## src/rtl/led_breather.sv

```systemverilog
// LED breathing sequencer: a ramp/plateau FSM steps the duty level on upstream
// ticks, and a free-running PWM turns that level into a glitch-free LED drive.
module led_breather #(
    parameter int PWM_BITS   = 8,
    parameter int STEP       = 1,
    parameter int HOLD_TICKS = 16
) (
    input  logic                clk,
    input  logic                rst,
    input  logic                tg_tick,
    input  logic                enable,
    output logic                led,
    output logic [PWM_BITS-1:0] level,
    output logic [1:0]          phase,
    output logic                cycle_done
);

    typedef enum logic [1:0] {
        PH_UP     = 2'd0,
        PH_HOLD_H = 2'd1,
        PH_DOWN   = 2'd2,
        PH_HOLD_L = 2'd3
    } phase_t;

    localparam logic [PWM_BITS-1:0] LVL_MAX   = '1;
    localparam logic [PWM_BITS-1:0] LVL_STEP  = PWM_BITS'(STEP);
    localparam logic [PWM_BITS-1:0] UP_LIMIT  = LVL_MAX - LVL_STEP;
    localparam logic [15:0]         HOLD_LAST = 16'(HOLD_TICKS - 1);

    // PWM datapath
    logic [PWM_BITS-1:0] r_pwm_cnt;
    logic [PWM_BITS-1:0] r_duty;
    logic                r_led;

    // Sequencer state
    phase_t              r_state;
    logic [PWM_BITS-1:0] r_level;
    logic [15:0]         r_hold_cnt;
    logic                r_cycle_done;

    phase_t              w_state_next;
    logic [PWM_BITS-1:0] w_level_next;
    logic [15:0]         w_hold_next;
    logic                w_cycle_done_next;
    logic                w_accept;
    logic                w_pwm_wrap;

    assign w_accept   = tg_tick & enable;
    assign w_pwm_wrap = (r_pwm_cnt == LVL_MAX);

    // Duty is only sampled at the period boundary so a level change never
    // produces a truncated or stretched pulse mid-period.
    always_ff @(posedge clk or posedge rst) begin
        if (rst) begin
            r_pwm_cnt <= '0;
            r_duty    <= '0;
            r_led     <= 1'b0;
        end else begin
            r_pwm_cnt <= r_pwm_cnt + 1'b1;
            r_led     <= (r_pwm_cnt < r_duty);
            if (w_pwm_wrap) begin
                r_duty <= r_level;
            end
        end
    end

    always_ff @(posedge clk or posedge rst) begin
        if (rst) begin
            r_state      <= PH_HOLD_L;
            r_level      <= '0;
            r_hold_cnt   <= '0;
            r_cycle_done <= 1'b0;
        end else begin
            r_state      <= w_state_next;
            r_level      <= w_level_next;
            r_hold_cnt   <= w_hold_next;
            r_cycle_done <= w_cycle_done_next;
        end
    end

    always_comb begin
        w_state_next      = r_state;
        w_level_next      = r_level;
        w_hold_next       = r_hold_cnt;
        w_cycle_done_next = 1'b0;
        if (w_accept) begin
            case (r_state)
                PH_UP: begin
                    // Saturating compare keeps the ramp from wrapping past MAX.
                    if (r_level >= UP_LIMIT) begin
                        w_level_next = LVL_MAX;
                        w_hold_next  = '0;
                        w_state_next = PH_HOLD_H;
                    end else begin
                        w_level_next = r_level + LVL_STEP;
                    end
                end
                PH_HOLD_H: begin
                    if (r_hold_cnt == HOLD_LAST) begin
                        w_hold_next  = '0;
                        w_state_next = PH_DOWN;
                    end else begin
                        w_hold_next = r_hold_cnt + 16'd1;
                    end
                end
                PH_DOWN: begin
                    if (r_level <= LVL_STEP) begin
                        w_level_next      = '0;
                        w_hold_next       = '0;
                        w_state_next      = PH_HOLD_L;
                        w_cycle_done_next = 1'b1;
                    end else begin
                        w_level_next = r_level - LVL_STEP;
                    end
                end
                PH_HOLD_L: begin
                    if (r_hold_cnt == HOLD_LAST) begin
                        w_hold_next  = '0;
                        w_state_next = PH_UP;
                    end else begin
                        w_hold_next = r_hold_cnt + 16'd1;
                    end
                end
                default: begin
                    w_state_next = PH_HOLD_L;
                end
            endcase
        end
    end

    assign led        = r_led;
    assign level      = r_level;
    assign phase      = r_state;
    assign cycle_done = r_cycle_done;

endmodule
```

## config.mk

```make
export PLATFORM = sky130hd
export DESIGN_NAME = led_breather
export DESIGN_NICKNAME = d
export VERILOG_FILES = /design/src/rtl/led_breather.sv
export SDC_FILE = /design/constraint.sdc
export NUM_CORES = 1
export LEC_CHECK = 0
export BUFFER_PORTS_ARGS = -buffer_cell sky130_fd_sc_hd__buf_4
export CAP_MARGIN = 20
export CORE_MARGIN = 5
export CORE_UTILIZATION = 51
export DETAILED_ROUTE_END_ITERATION = 16
export PLACE_DENSITY_LB_ADDON = 0.05
export SLEW_MARGIN = 20
export SYNTH_ARGS = -nofsm -noshare
export SYNTH_HDL_FRONTEND = slang
export SYNTH_SLANG_ARGS = --single-unit
export TNS_END_PERCENT = 30
```

## constraint.sdc

```tcl
create_clock -name clk -period 4.4 [get_ports clk]
set_input_delay 0.44 -clock clk [delete_from_list [all_inputs] [get_ports clk]]
set_output_delay 0.44 -clock clk [all_outputs]
set_load 0.01 [all_outputs]
```

After elaboration in Yosys (flattened, before gate mapping) --
Cells that the tools add are included.
Cells by class: $add $sub $neg 4, bitwise gates (word level) 1, multiplexer cells 15, order comparisons 3, equal/unequal tests 9, reduce and logical (&&, ||, !) cells 6
Operators by type and width (number):
- $mux W16 | 3
- $pmux W16 S3 | 1
- $add A16 B1 Y16 const B | 1
- $add A8 B1 Y8 const B | 2
- $eq A16 B4 Y1 const B | 1
- $mux W8 | 2
- $pmux W8 S2 | 1
- $eq A8 B8 Y1 const B | 1
- $ge A8 B8 Y1 const B | 1
- $le A8 B1 Y1 const B | 1
- $lt A8 B8 Y1 | 1
- $mux W2 | 4
- $ne A2 B2 Y1 const B | 4
- $pmux W2 S4 | 1
- $sub A8 B1 Y8 const B | 1
- $reduce_and A5 Y1 | 1
- $eq A2 B2 Y1 const B | 2
- $mux W1 | 3
- $reduce_and A3 Y1 | 1
- $eq A2 B1 Y1 const B | 1
- $logic_not A2 Y1 | 1
- $reduce_and A2 Y1 | 1
- $reduce_bool A2 Y1 | 1
- $reduce_or A2 Y1 | 1
- $and A1 B1 Y1 | 1
Word-level totals: register bits 44, word-level logic and storage cells 45, output and inout port bits 12, bits of input ports 4

Logic depth before layout (Yosys ltp) --
Gate-level depths: netlist of run 1.
word-level depth 4, mapped depth 8, gate-level depth less buffers 7

Least setup slack after synthesis of run 1 --
No wires, ideal clock.
kind register -> register, start point register r_level[5] (netlist: level[5]), end point register r_hold_cnt[11], buffers on the path 1, library setup time 0.079 ns, stages on the path, launching flop included 7, clock period less this slack 2.372 ns, arrival 2.293 ns, slack 2.028 ns, required time 4.321 ns, path through dfrtp_1 buf_6 or4_4 o41ai_4 nand3_4 or4_1 mux2i_1
Between the ends: word-level cells in the longest chain between the ends 3, elaborated cells on any way between the ends 5, those cells by class order compare: 2; eq/ne: 2; reduce/logical: 1
RTL lines:
- from (decl) | RTL line 37 | logic [PWM_BITS-1:0] r_level;
- from (signal assigned) | RTL line 75 | r_level <= w_level_next;
- $le A8 B1 Y1 / $ge A8 B8 Y1 (equally long branches) | RTL line 107, 90
- $ne A2 B2 Y1 (no source line)
- $reduce_and A3 Y1 (no source line) (*)
- to (signal assigned) | RTL line 76 | r_hold_cnt <= w_hold_next;
- to (decl) | RTL line 38 | logic [15:0] r_hold_cnt;
Mark *: on every way between the ends. The rest lies on a longest branch, timed or not. A chain may end at the register's enable or synchronous reset.

Final worst setup path of run 1 --
start point register r_level[4] (netlist: level[4]), end point register r_hold_cnt[6]
The elaborated chain is that of the path after synthesis.

==> results of run 1 <==
## cells by family (layout without fill, tap and decap cells)
logic type,after synthesis,after routing,synth area share [%]
multiplexers,8,8,3.27
adder cells (fa/ha/maj),17,17,8.06
AND/OR/NAND/NOR,93,93,18.7
AO/OA/AOI/OAI,82,82,21.1
XOR/XNOR,6,6,1.99
flip-flops,44,44,41.8
buffers and inverters,33,46,5.03
## how the worst max path moves through the flow
stage                                       endpoint  slack (ns)
after CTS                  r_hold_cnt[5]$_DFFE_PP0P_        1.59
final                      r_hold_cnt[6]$_DFFE_PP0P_        1.57
after floorplan           r_hold_cnt[11]$_DFFE_PP0P_        2.03
after global placement     r_hold_cnt[5]$_DFFE_PP0P_        1.67
after detailed placement   r_hold_cnt[5]$_DFFE_PP0P_        1.62
after global routing       r_hold_cnt[5]$_DFFE_PP0P_        1.42
## per-stage QoR
| stage | utilization (%) | total power (W) |
|---|---|---|
| after CTS | 57.6 | 0.00147 |
| after floorplan | - | 0.000969 |
| after global placement | 55.3 | 0.00114 |
| after global routing | 57.6 | 0.00158 |
| after detailed placement | 55.3 | 0.00115 |
| final | 57.6 | 0.00146 |
## cell usage in the layout, fill, tap and decap left out, types with 2 or more instances in the layout
cell	Yosys	layout
dfrtp_1	42	42
o21ai_0	34	34
nand2_1	21	21
inv_1	21	20
nor2_1	17	17
ha_1	17	17
buf_4	0	17
nor3_1	10	10
nand3_1	9	9
o31ai_1	9	9
nand4_1	6	6
and3_1	6	6
a21oi_1	6	6
a211oi_1	5	5
nor4_1	6	5
mux2_2	5	5
xnor2_1	5	5
clkbuf_8	0	5
or4_1	4	4
o41ai_1	4	4
a311oi_1	3	3
mux2i_1	3	3
a21boi_0	3	3
a31oi_1	3	3
and2_1	2	2
or3_1	2	2
nand2b_1	2	2
a21o_1	2	2
o21a_1	2	2
clkinv_4	0	2
dfstp_2	2	2
## power by group through the flow
stage / registers (W) / clock network (W) / logic (W)
floorplan: 0.000559 / 0 / 0.000410
finish: 0.000586 / 0.000319 / 0.000552
detailed placement: 0.000593 / 0 / 0.000554
global placement: 0.000589 / 0 / 0.000552
CTS: 0.000585 / 0.000332 / 0.000556
global route: 0.000603 / 0.000351 / 0.000628
## registers in the layout (all words and copies together) (netlist names)
name        count
led             1
r_pwm_cnt       8
r_hold_cnt     16
cycle_done      1
phase           2
r_duty          8
level           8
## per-layer routing
metal	up-vias	part of all wire, %
met5	-	0
met4	0	0.89
met3	6	2.8
met2	28	49
met1	1027	47
li1	1072	-
## area by class of cell
cell class                      count  area (µm²)
Fill cell                         471        2150
Multi-Input combinational cell    206        1410
Sequential cell                    44        1100
Timing Repair Buffer               17         128
Tap cell                           70        87.6
Inverter                           21        78.8
Clock buffer                        5        68.8
Clock inverter                      3        47.5
==> flow_metrics.py, run 1 <==
metrics = {
    "logic_synthesis": {
        "synthArstFlopShare_pct": 100,
        "synth_top_area_share_pct": 39.8,
        "synth.area.top_cells": "dfrtp_1 (40%), ha_1 (8.1%), o21ai_0 (6.5%)",
        "ys.flop_type": "dfrtp_1",
        "postSynthAreaPerCell_um2": 9.32,
        "syn_area_um2": 2640,
        "postSynthCellCount": 283,
        "yosys.area.top_type": "dfrtp_1",
        "synth.net_count": 304,
        "yosysWarnings": 0,
        "synth_common_cells": "dfrtp_1 (42), o21ai_0 (34), inv_1 (21), nand2_1 (21)",
        "synth_cell_types": 51,
        "ys_seq_area_share_pct": 41.8,
        "ys_ff_latch": 44,
        "synth-edff-count": 0,
        "synth_most_common_cell": "dfrtp_1",
    },
    "detailed_routing": {
        "firstDrtPassIters": 4,
        "viasPerCell": 5.83,
        "num_vias": 2133,
        "drtIter0Drc": 146,
        "post_drt_wl_per_cell_um": 15.0,
        "drc": 0,
        "ant_nets": 0,
        "wirelength_mm": 5.48,
    },
    "global_routing": {
        "grt.busiest_layer": "met2",
        "gr-usage-met1_pct": 25.2,
        "antenna_found_initial": 0,
        "overflow": 0,
        "grt_usage_pct": 18.6,
        "grt_pass1_wl_mm": 9.74,
        "grt_pass1_vias": 2028,
        "grt_max_degree": 45,
        "grtUsageMet2_pct": 30.4,
        "grt_util_met3_pct": 3.29,
    },
    "sta": {
        "setup_viol_count_final": 0,
        "fin_crit_ns": 2.83,
        "tns_ns": 0,
        "hold_violations": 0,
        "maxSlewHeadroom_pct": 38.6,
        "layout_worst_path_cycle_share_pct": 64.4,
        "max_freq_mhz": 353,
        "worst_pin_slew_ns": 0.920,
        "hold_slack_ns": 0.345,
        "fin_skew_ns": 0.00852,
        "rsz0062_at_grt": "false",
        "slew_violations": 0,
        "timing.final.ws_setup_ns": 1.57,
    },
    "cells_and_area": {
        "area_growth_pct": 10.8,
        "fin_nets": 316,
        "stdcell_count": 366,
        "drive_gt1_share_pct": 13.2,
        "fin_area_um2": 2920,
        "diodes": 0,
    },
    "setup_path": {
        "cp.depth": 5,
        "worstPathCellList": "or4_4 -> o41ai_4 -> nand3_4 -> nand2b_1 -> o41ai_1",
        "endpoint_kind": "register",
        "path_class": "register to register",
        "worstSetupStartpoint": "level[4]$_DFFE_PP0P_",
        "critPathMaxFanout": 19,
        "cp.buffers_inverters": 0,
        "worst_path_largest_cell_delay_ns": 0.59,
        "critPathTopFamily": "simple AND/OR/NAND/NOR gates",
        "r2r_cells": 5,
        "worstPathRequired_ns": 4.58,
        "r2r-end": "r_hold_cnt[6]$_DFFE_PP0P_",
        "cp-start-kind": "register",
        "r2r-start": "level[4]$_DFFE_PP0P_",
        "worstPathArrival_ns": 3.01,
        "r2r_slack_ns": 1.57,
        "slowest_stage": "or4_4",
    },
    "clock_tree": {
        "cts.repair.resized": 0,
        "root_buffer": "clkbuf_8",
        "postCtsSetupRepairBufs": 0,
        "h-tree-depth": 2,
        "cts.clk_slew.worst_paths_ns": 0.09,
        "ctsLongestPathBuffers": 2,
        "cts_buffers": 5,
        "cts_tree": "yes",
        "clock_latency_ns": 0.30,
        "clock-sinks": 44,
        "cts-hold-fix-buffers": 0,
    },
    "placed_design": {
        "place_congestion": 0.830,
        "placed_cells": 358,
        "dpl-instance-area_um2": 2810,
        "io_buffers": 15,
        "hpwl_mm": 3.85,
        "pre_cts_slack_ns": 1.62,
    },
    "floorplanning": {
        "die_area_um2": 6710,
        "die_width_um": 81.9,
        "core_um2": 5070,
        "fp.dieH_um": 81.9,
        "num_io_pins": 16,
        "start_util_pct": 52.0,
        "fp-row-count": 26,
    },
    "pwr": {
        "p_switching_w": 0.000597,
        "p_sw_share_pct": 41.0,
        "combPwrFrac_pct": 37.9,
        "seqPwrFrac_pct": 40.2,
        "p_clk_share_pct": 21.9,
        "ir_worst_vdd_uv": 366,
        "leakage_nw": 1.27,
        "power.density_nw_per_um2": 499,
        "p_int_w": 0.000859,
    },
    "outcome": {
        "outcome": "finished clean",
    },
    "job": {
        "drv_cap": 0,
    },
    "min_path": {
        "hp-class": "primary input to async pin",
    },
}
Power figures use the tool's default switching activity.
==> inputs of run 2 (changes only) <==
Clock period 4.4 ns to 2.82 ns, I/O delays scaled along.
==> run 2 against run 1 <==
Compared with the run above:
- critical path depth unchanged
- sequential share of layout area down 0.43 points
- combinational power up 75%
==> flow_metrics.py, run 2 (synthesized netlist as in run 1, its figures left out) <==
metrics = {
    "outcome": {
        "outcome": "finished clean",
    },
    "pwr": {
        "power_w": 0.00225,
        "ir_worst_vdd_uv": 590,
        "power.density_nw_per_um2": 763,
        "leakage_nw": 1.29,
    },
    "cells_and_area": {
        "fin_area_um2": 2960,
        "fin_nets": 323,
        "largest_reg_flops": 16,
        "diodes": 0,
        "final_common_cell": "dfrtp_1",
        "area_growth_pct": 12.0,
        "mostFrequentLayoutCells": "dfrtp_1 (42), o21ai_0 (33), buf_4 (24)",
        "drive_gt1_share_pct": 15.2,
        "top_register": "r_hold_cnt",
        "postLayoutCoreUtil_pct": 58.2,
    },
    "global_routing": {
        "grt_max_degree": 45,
        "antenna_found_initial": 0,
        "gr-usage-met1_pct": 24.7,
        "overflow": 0,
        "grt.busiest_layer": "met2",
        "grt_util_met3_pct": 4.50,
        "grt_pass1_vias": 2142,
        "grtUsageMet2_pct": 31.3,
        "grt_usage_pct": 19.0,
        "grt_pass1_wl_mm": 10.0,
    },
    "setup_path": {
        "r2r_slack_ns": 0.40,
        "worstSetupStartpoint": "level[4]$_DFFE_PP0P_",
        "path_class": "register to register",
        "worstPathArrival_ns": 2.62,
        "endpoint_kind": "register",
        "critPathMaxFanout": 13,
        "r2r_cells": 5,
        "r2r-end": "r_hold_cnt[5]$_DFFE_PP0P_",
        "worstPathRequired_ns": 3.03,
        "r2r-start": "level[4]$_DFFE_PP0P_",
        "crit_path_end": "r_hold_cnt[5]$_DFFE_PP0P_",
        "cp-start-kind": "register",
    },
    "sta": {
        "setup_viol_count_final": 0,
        "max_freq_mhz": 414,
        "slew_violations": 0,
        "fin_skew_ns": 0.00902,
        "rsz0062_at_grt": "false",
        "worst_pin_slew_ns": 0.910,
        "fin_crit_ns": 2.42,
        "tns_ns": 0,
        "timing.final.ws_setup_ns": 0.404,
        "layout_worst_path_cycle_share_pct": 85.7,
        "hold_violations": 0,
        "maxSlewHeadroom_pct": 39.2,
    },
    "floorplanning": {
        "fp.dieH_um": 81.9,
        "die_area_um2": 6710,
        "die_width_um": 81.9,
        "fp-row-count": 26,
        "start_util_pct": 52.0,
        "core_um2": 5070,
        "num_io_pins": 16,
    },
    "clock_tree": {
        "cts_buffers": 5,
        "h-tree-depth": 2,
        "ctsLongestPathBuffers": 2,
        "cts_tree": "yes",
        "cts.clk_slew.worst_paths_ns": 0.09,
        "root_buffer": "clkbuf_8",
        "clock-sinks": 44,
        "cts.repair.resized": 0,
        "clock_latency_ns": 0.30,
        "postCtsSetupRepairBufs": 0,
        "cts-hold-fix-buffers": 0,
    },
    "min_path": {
        "hp-class": "primary input to async pin",
    },
    "placed_design": {
        "hpwl_mm": 4.10,
        "io_buffers": 15,
        "pre_cts_slack_ns": 0.226,
        "dpl-instance-area_um2": 2860,
        "place_congestion": 0.845,
    },
    "detailed_routing": {
        "drc": 0,
        "ant_nets": 0,
        "wirelength_mm": 5.65,
        "num_vias": 2180,
        "firstDrtPassIters": 4,
        "drtIter0Drc": 110,
        "viasPerCell": 5.84,
        "post_drt_wl_per_cell_um": 15.2,
    },
    "job": {
        "drv_cap": 0,
    },
}
-- run 2: worst min-delay path by stage --
stage	startpoint	endpoint	cells past startpoint
finish	rst	r_hold_cnt[3]$_DFFE_PP0P_	2
global route	rst	r_hold_cnt[3]$_DFFE_PP0P_	2
CTS	rst	r_hold_cnt[3]$_DFFE_PP0P_	2
detailed placement	r_duty[6]$_DFFE_PP0N_	r_duty[6]$_DFFE_PP0N_	2
global placement	r_duty[6]$_DFFE_PP0N_	r_duty[6]$_DFFE_PP0N_	2
floorplan	r_duty[0]$_DFFE_PP0N_	r_duty[0]$_DFFE_PP0N_	2
-- run 2: report_power, final --
group | leakage [nW] | total [W] | switching, W | internal, W
Clock | 0.0434 | 0.000423 | 0.000225 | 0.000198
Combinational | 0.678 | 0.000964 | 0.000583 | 0.000380
Sequential | 0.570 | 0.000867 | 0.000138 | 0.000729
-- run 2: stage by stage --
stage	instances	hold WS, ns
2_1_floorplan	283	0.444
3_3_place_gp	365	0.469
3_5_place_dp	365	0.487
4_1_cts	373	0.218
5_1_grt	373	0.270
6_report	373	0.179
-- run 2: final cells by class --
class / instances / area [µm²]
inverter: 21 / 78.8
multi-input combinational: 206 / 1410
timing repair buffer: 24 / 180
clock buffer: 6 / 82.6
clock inverter: 2 / 15.0
sequential: 44 / 1100
tap: 70 / 87.6
fill: 478 / 2120
-- run 2: layer usage --
layer	vias up	wire [µm]
met5	-	0
met2	47	2730
met1	1042	2600
li1	1083	-
met4	0	76
met3	8	242
-- run 2: worst max-delay path, cell delays in order (launching register included) --
cell,delay [ns]
dfrtp_1,0.51
or4_4,0.59
o41ai_4,0.30
nand3_4,0.19
nand2b_1,0.36
o41ai_2,0.37
